<file path="config.mk">
export PLATFORM = sky130hd
export DESIGN_NAME = cond_exec_ctrl
export DESIGN_NICKNAME = d
export VERILOG_FILES = /design/src/rtl/arm_pkg.sv /design/src/rtl/condition_check.sv /design/src/rtl/cond_exec_ctrl.sv
export SDC_FILE = /design/constraint.sdc
export NUM_CORES = 1
export LEC_CHECK = 0
export ABC_AREA = 1
export BUFFER_PORTS_ARGS = -buffer_cell sky130_fd_sc_hd__buf_4
export CORE_MARGIN = 3
export CORE_UTILIZATION = 37
export CTS_BUF_LIST = sky130_fd_sc_hd__clkbuf_2
export DETAILED_ROUTE_END_ITERATION = 8
export GPL_TIMING_DRIVEN = 0
export SLEW_MARGIN = 25
export SYNTH_ARGS = -nofsm -noshare
export SYNTH_HDL_FRONTEND = slang
export SYNTH_HIERARCHICAL = 1
export SYNTH_SLANG_ARGS = --single-unit
</file>
<file path="constraint.sdc">
create_clock -name clk -period 2.8 [get_ports clk]
set_input_delay 0.56 -clock clk [delete_from_list [all_inputs] [get_ports clk]]
set_output_delay 0.56 -clock clk [all_outputs]
set_load 0.05 [all_outputs]
</file>
<file path="src/rtl/arm_pkg.sv">
`default_nettype none
// +----------------------------------------------------------------------+
// | Package : arm_pkg                                                    |
// | Brief   : ARM condition codes, status-register bit indices, FSM type |
// | Rev     : 1.0                                                        |
// +----------------------------------------------------------------------+
package arm_pkg;

  localparam logic [3:0] COND_EQ = 4'd0;
  localparam logic [3:0] COND_NE = 4'd1;
  localparam logic [3:0] COND_CS = 4'd2;
  localparam logic [3:0] COND_CC = 4'd3;
  localparam logic [3:0] COND_MI = 4'd4;
  localparam logic [3:0] COND_PL = 4'd5;
  localparam logic [3:0] COND_VS = 4'd6;
  localparam logic [3:0] COND_VC = 4'd7;
  localparam logic [3:0] COND_HI = 4'd8;
  localparam logic [3:0] COND_LS = 4'd9;
  localparam logic [3:0] COND_GE = 4'd10;
  localparam logic [3:0] COND_LT = 4'd11;
  localparam logic [3:0] COND_GT = 4'd12;
  localparam logic [3:0] COND_LE = 4'd13;
  localparam logic [3:0] COND_AL = 4'd14;
  localparam logic [3:0] COND_NV = 4'd15;

  // Status register layout {N,Z,C,V}
  localparam int N_ = 3;
  localparam int Z_ = 2;
  localparam int C_ = 1;
  localparam int V_ = 0;

  typedef enum logic [0:0] {
    RUN        = 1'b0,
    WAIT_FLAGS = 1'b1
  } exec_state_t;

endpackage : arm_pkg
`default_nettype wire

</file>
<file path="src/rtl/condition_check.sv">
`default_nettype none
// +----------------------------------------------------------------------+
// | Module  : Condition_Check                                            |
// | Brief   : Evaluates an ARM condition field against {N,Z,C,V}         |
// | Rev     : 1.0                                                        |
// +----------------------------------------------------------------------+
module Condition_Check
  import arm_pkg::*;
(
  input  logic [3:0] cond,
  input  logic [3:0] sr,
  output logic       pass
);

  logic w_n, w_z, w_c, w_v;

  assign w_n = sr[N_];
  assign w_z = sr[Z_];
  assign w_c = sr[C_];
  assign w_v = sr[V_];

  always_comb begin
    pass = 1'b0;
    case (cond)
      COND_EQ: pass = w_z;
      COND_NE: pass = !w_z;
      COND_CS: pass = w_c;
      COND_CC: pass = !w_c;
      COND_MI: pass = w_n;
      COND_PL: pass = !w_n;
      COND_VS: pass = w_v;
      COND_VC: pass = !w_v;
      COND_HI: pass = w_c && !w_z;
      COND_LS: pass = !w_c || w_z;
      COND_GE: pass = (w_n == w_v);
      COND_LT: pass = (w_n != w_v);
      COND_GT: pass = !w_z && (w_n == w_v);
      COND_LE: pass = w_z || (w_n != w_v);
      COND_AL: pass = 1'b1;
      default: pass = 1'b0;
    endcase
  end

endmodule : Condition_Check
`default_nettype wire

</file>
<file path="src/rtl/cond_exec_ctrl.sv">
`default_nettype none
// +----------------------------------------------------------------------+
// | Module  : cond_exec_ctrl                                             |
// | Brief   : Execute-stage condition controller with flag-hazard stall  |
// | Rev     : 1.0                                                        |
// +----------------------------------------------------------------------+
module cond_exec_ctrl
  import arm_pkg::*;
#(
  parameter int MAX_PEND = 3
) (
  input  logic       clk,
  input  logic       rst,
  input  logic       in_valid,
  output logic       in_ready,
  input  logic [3:0] in_cond,
  input  logic       in_s,
  output logic       out_valid,
  input  logic       out_ready,
  output logic       out_exec,
  output logic       out_set_flags,
  input  logic       flag_wb_valid,
  input  logic [3:0] flag_wb,
  output logic [3:0] sr,
  output logic [2:0] pend_cnt,
  output logic       wb_err
);

  localparam logic [2:0] C_MAX_PEND = 3'(MAX_PEND);

  logic        w_cond_pass;
  logic        w_hazard;
  logic        w_full;
  logic        w_accept;
  logic        w_inc;
  logic        w_dec;
  logic [2:0]  w_pend_next;
  exec_state_t r_state;

  Condition_Check u_condition_check (
    .cond (in_cond),
    .sr   (sr),
    .pass (w_cond_pass)
  );

  // Conditions only ever see committed flags, so any in-flight flag write blocks them.
  assign w_hazard = (pend_cnt != 3'd0) && (in_cond != COND_AL) && (in_cond != COND_NV);
  assign w_full   = (pend_cnt == C_MAX_PEND) && in_s;
  assign in_ready = (!out_valid || out_ready) && !w_hazard && !w_full;
  assign w_accept = in_valid && in_ready;
  assign w_inc    = w_accept && in_s && w_cond_pass;
  assign w_dec    = flag_wb_valid && (pend_cnt != 3'd0);

  always_comb begin
    w_pend_next = pend_cnt;
    case ({w_inc, w_dec})
      2'b10:   w_pend_next = pend_cnt + 3'd1;
      2'b01:   w_pend_next = pend_cnt - 3'd1;
      default: w_pend_next = pend_cnt;
    endcase
  end

  always_ff @(posedge clk) begin
    if (rst) begin
      out_valid     <= 1'b0;
      out_exec      <= 1'b0;
      out_set_flags <= 1'b0;
      sr            <= 4'b0000;
      pend_cnt      <= 3'd0;
      wb_err        <= 1'b0;
      r_state       <= RUN;
    end else begin
      if (w_accept) begin
        out_valid     <= 1'b1;
        out_exec      <= w_cond_pass;
        out_set_flags <= in_s && w_cond_pass;
      end else if (out_ready) begin
        out_valid     <= 1'b0;
      end

      // A stray writeback still commits its flags; it is only flagged as an error.
      if (flag_wb_valid) begin
        sr <= flag_wb;
        if (pend_cnt == 3'd0) begin
          wb_err <= 1'b1;
        end
      end

      pend_cnt <= w_pend_next;

      case (r_state)
        RUN: begin
          if (in_valid && w_hazard) begin
            r_state <= WAIT_FLAGS;
          end
        end
        WAIT_FLAGS: begin
          if (w_pend_next == 3'd0) begin
            r_state <= RUN;
          end
        end
        default: r_state <= RUN;
      endcase
    end
  end

endmodule : cond_exec_ctrl
`default_nettype wire

</file>
==> summary.txt <==
Layout
  • Fillers: approximately 190
  • Area growth syn-to-layout: 30.7%
  • Ant. Diodes: 0
  • Reg area: about 220 sq um
  • Fraction of layout cells with a size suffix above 1: 26.0%
  • Fin nets: 171
  • Multi-input logic area: 480 sq um

Critical path
  • Slowest-stage cell, CP: dfxtp_1
  • Worst r2r path cells: 17
  • CP cell instances: inv_1 -> nand2_1 -> nand2_1 -> nand3_1 -> nand3_1 -> nor2_1 -> nand2_1 -> nand2_1 -> inv_1 -> nand4_4 -> ha_1 -> inv_1 -> fa_1 -> a21oi_1 -> o21ai_0 -> nand2_1 -> nor3b_1
  • Family with the most delay on the worst path: simple AND/OR/NAND/NOR gates
  • Crit path capture type: flip-flop
  • CP Depth: 17
  • Reg-to-reg endpoint: pend_cnt[2]$_SDFFE_PP0P_
  • FF-to-FF setup slack: ~450 ps
  • Buf/Inv on CP: 3
  • Req. time, crit path: 3010 ps
  • Crit path DAT: roughly 2600 ps
  • Critical Path Start: sr[0]$_SDFFE_PP0P_
  • Crit-path max FO: 6
  • CP Launch Type: flip-flop
  • Most frequent CP cell: nand2_1
  • CP max stage delay: 440 ps
  • WS Path Type: reg -> reg
  • Reg2reg start: sr[0]$_SDFFE_PP0P_

Drt
  • Initial DRC count: 22
  • DRT Pass-1 Iters: 4
  • Vias: 816
  • ANT nets after route: 0
  • Drt drc: 0
  • Final wirelength: 1.80 mm
  • Vias per cell: about 4.6
  • DR WL/cell: 10.1 um

Placement
  • Number of port buffers: 25
  • Final HPWL DP: 1.48 mm
  • DP Worst Slack: 154 ps
  • Gp weighted congestion: 0.812

Global routing
  • Met3 Usage GRT: 3.72%
  • Overflow after GRT: 0
  • Met1 GRT Util: 20.6%
  • First-pass GRT wire length: 3.07 mm
  • GR peak layer: met2
  • Initial antenna violation count: 0
  • Overall Global Routing Usage: 15.4%
  • Met2 Usage GRT: 22.8%
  • Largest net degree at the start of global routing: 11
  • Vias in the first global route: around 730

STA
  • Final setup TNS: 0 ps
  • Fin. max-slew vios: 0
  • Tcrit/Tclk final: 83.9%
  • RSZ-0062 raised after global routing: no
  • Measured slew at the worst slew-check pin: slightly above 500 ps
  • # setup viols final: 0
  • Max-slew headroom: 66.5%
  • Final setup margin: between 400 and 500 ps
  • Hold Violations, Final: 0
  • Setup Skew: 6.53 ps
  • Peak Freq: 425 MHz
  • Final Critical Period: 2350 ps

Floorplanning
  • Die W: roughly 52 um
  • Ports: 26
  • Core area: 1860 sq um
  • Die outline height: 51.9 um
  • Initial Util: 42.0%
  • DIE AREA: 2690 sq um
  • Row count: 15

Synthesis
  • Synth cell types: 23
  • Area share of the largest cell type after synthesis: 28.3%
  • Synth top cells by count: nand2_1, inv_1, nor2_1, dfxtp_1, nand3_1
  • Post-synthesis mux area share: 0%
  • Cell area after synthesis: 779 sq um
  • Mapped Cells: between 100 and 150
  • Synth Area in Compound Gates: 10.3%
  • Count leader, synth: nand2_1
  • Syn Area/Cell: 6.24 sq um
  • Mapped Nets: 141
  • Post-synth EDFFs: 0
  • Top_reg_cell synth: dfxtp_1
  • Post-Synth Adder-Cell Area: roughly 4.2%
  • Seq/Total Area, Yosys: 28.3%
  • FFs w/ async S/R, synth: 0%
  • Synth area leaders: dfxtp_1, nand2_1, inv_1
  • Xor/xnor cell area share of the yosys netlist: 0%
  • Warnings, synthesis: 6
  • Synth Area in Simple Gates: a little under half
  • Yosys reg bits: 11
  • Largest family of logic cells by synthesized area: simple AND/OR/NAND/NOR gates
  • Area leader, netlist: dfxtp_1

Clock tree
  • Worst-Skew Late Latency: approximately 270 ps
  • Clock buffer depth: 2
  • Post-CTS Hold Buffers: 0
  • H-tree depth: 1
  • TritonCTS Sinks: 11
  • CTS Buf Count: 3
  • Setup bufs post-CTS: 0
  • CTS tree: built
  • Clock transition at path regs: 120 ps
  • Clock root buffer: clkbuf_2
  • CTS resizes: 0

Power
  • Psw: 0.457 mW
  • Combinational Power Share: 62.6%
  • Clock network power share: a little over a tenth
  • VDD IR-drop max: 0.451 mV
  • P per Cell Area: 830 nW/um^2
  • Leakage: 0.505 nW
  • Sw frac: 54.0%
  • Reg power frac: 26.8%
  • Internal power: slightly below 0.4 mW

Min path
  • WHS Path Cells: 2
  • HP Start: rst
  • Hold crit path type: in -> reg
  • Worst hold endpoint: pend_cnt[1]$_SDFFE_PP0P_

Status
  • Status: complete, no violations

Job
  • Max Cap Violations: 0
-- placed cells by master (no fill, tap or decap) --
master | synthesis | final
inv_1 | 17 | 17
inv_2 | 1 | 1
clkinv_1 | 2 | 2
nand2_2 | 3 | 3
nor3b_1 | 1 | 1
fa_1 | 1 | 1
a211oi_1 | 1 | 1
clkinv_2 | 0 | 1
dfxtp_1 | 11 | 11
nand3b_1 | 1 | 1
nand4_4 | 1 | 1
clkbuf_1 | 1 | 1
buf_4 | 0 | 25
nand3_1 | 11 | 11
ha_1 | 1 | 1
a21oi_2 | 2 | 2
nand3_2 | 1 | 1
nand2_1 | 39 | 39
nand4_1 | 1 | 1
nand2_4 | 1 | 1
a21oi_1 | 10 | 10
nor2_4 | 2 | 2
nor2_1 | 15 | 15
o21ai_0 | 1 | 1
clkbuf_2 | 0 | 3
nor3_1 | 1 | 1
-- power by group through the flow --
| stage | Sequential [mW] | Clock (mW) | Combinational (mW) |
|---|---|---|---|
| after floorplan | 0.341 | 0 | 0.269 |
| after global placement | 0.227 | 0 | 0.527 |
| after detailed placement | 0.229 | 0 | 0.528 |
| after CTS | 0.226 | 0.0930 | 0.532 |
| after global routing | 0.231 | 0.100 | 0.583 |
| final | 0.226 | 0.0904 | 0.529 |
-- final cells by class --
cell class	count	share of cell area, %
Inverter	20	7.37
Timing Repair Buffer	25	18.4
Multi-Input combinational cell	93	47.2
Buffer	1	0.369
Clock buffer	3	1.47
Clock inverter	1	0.491
Sequential cell	11	21.6
Tap cell	25	3.07
-- logic make-up after synthesis --
group | after synthesis
buf+inv | 21
flops | 11
fa+ha+maj | 2
simple gates | 77
compound gates | 14
-- flip-flops by register name, indices dropped and copies added (netlist names) --
name	count
pend_cnt	3
out_valid	1
wb_err	1
out_exec	1
out_set_flags	1
sr	4
-- layer usage --
layer  routed length, um  up-vias
met5                   0        -
met4                  36        0
met3                  97        5
met2                 751       19
met1                 918      340
li1                    -      452
-- metrics by stage --
step	total power, mW	instance area [sq um]	instances	utilization, %	hold WS, ps
detailed placement	0.758	998	175	53.7	444
finish	0.845	1020	179	54.8	446
global placement	0.754	998	175	53.7	439
CTS	0.851	1020	179	54.8	435
global route	0.915	1020	179	54.8	420
floorplan	0.610	779	125	-	638
-- how the worst max path moves through the flow --
stage                                     to  slack [ps]
global route        pend_cnt[2]$_SDFFE_PP0P_         250
global placement    pend_cnt[2]$_SDFFE_PP0P_         200
floorplan           pend_cnt[2]$_SDFFE_PP0P_         300
finish              pend_cnt[2]$_SDFFE_PP0P_         450
detailed placement  pend_cnt[2]$_SDFFE_PP0P_         150
CTS                 pend_cnt[2]$_SDFFE_PP0P_         440
(Power assumes the default switching activity.)
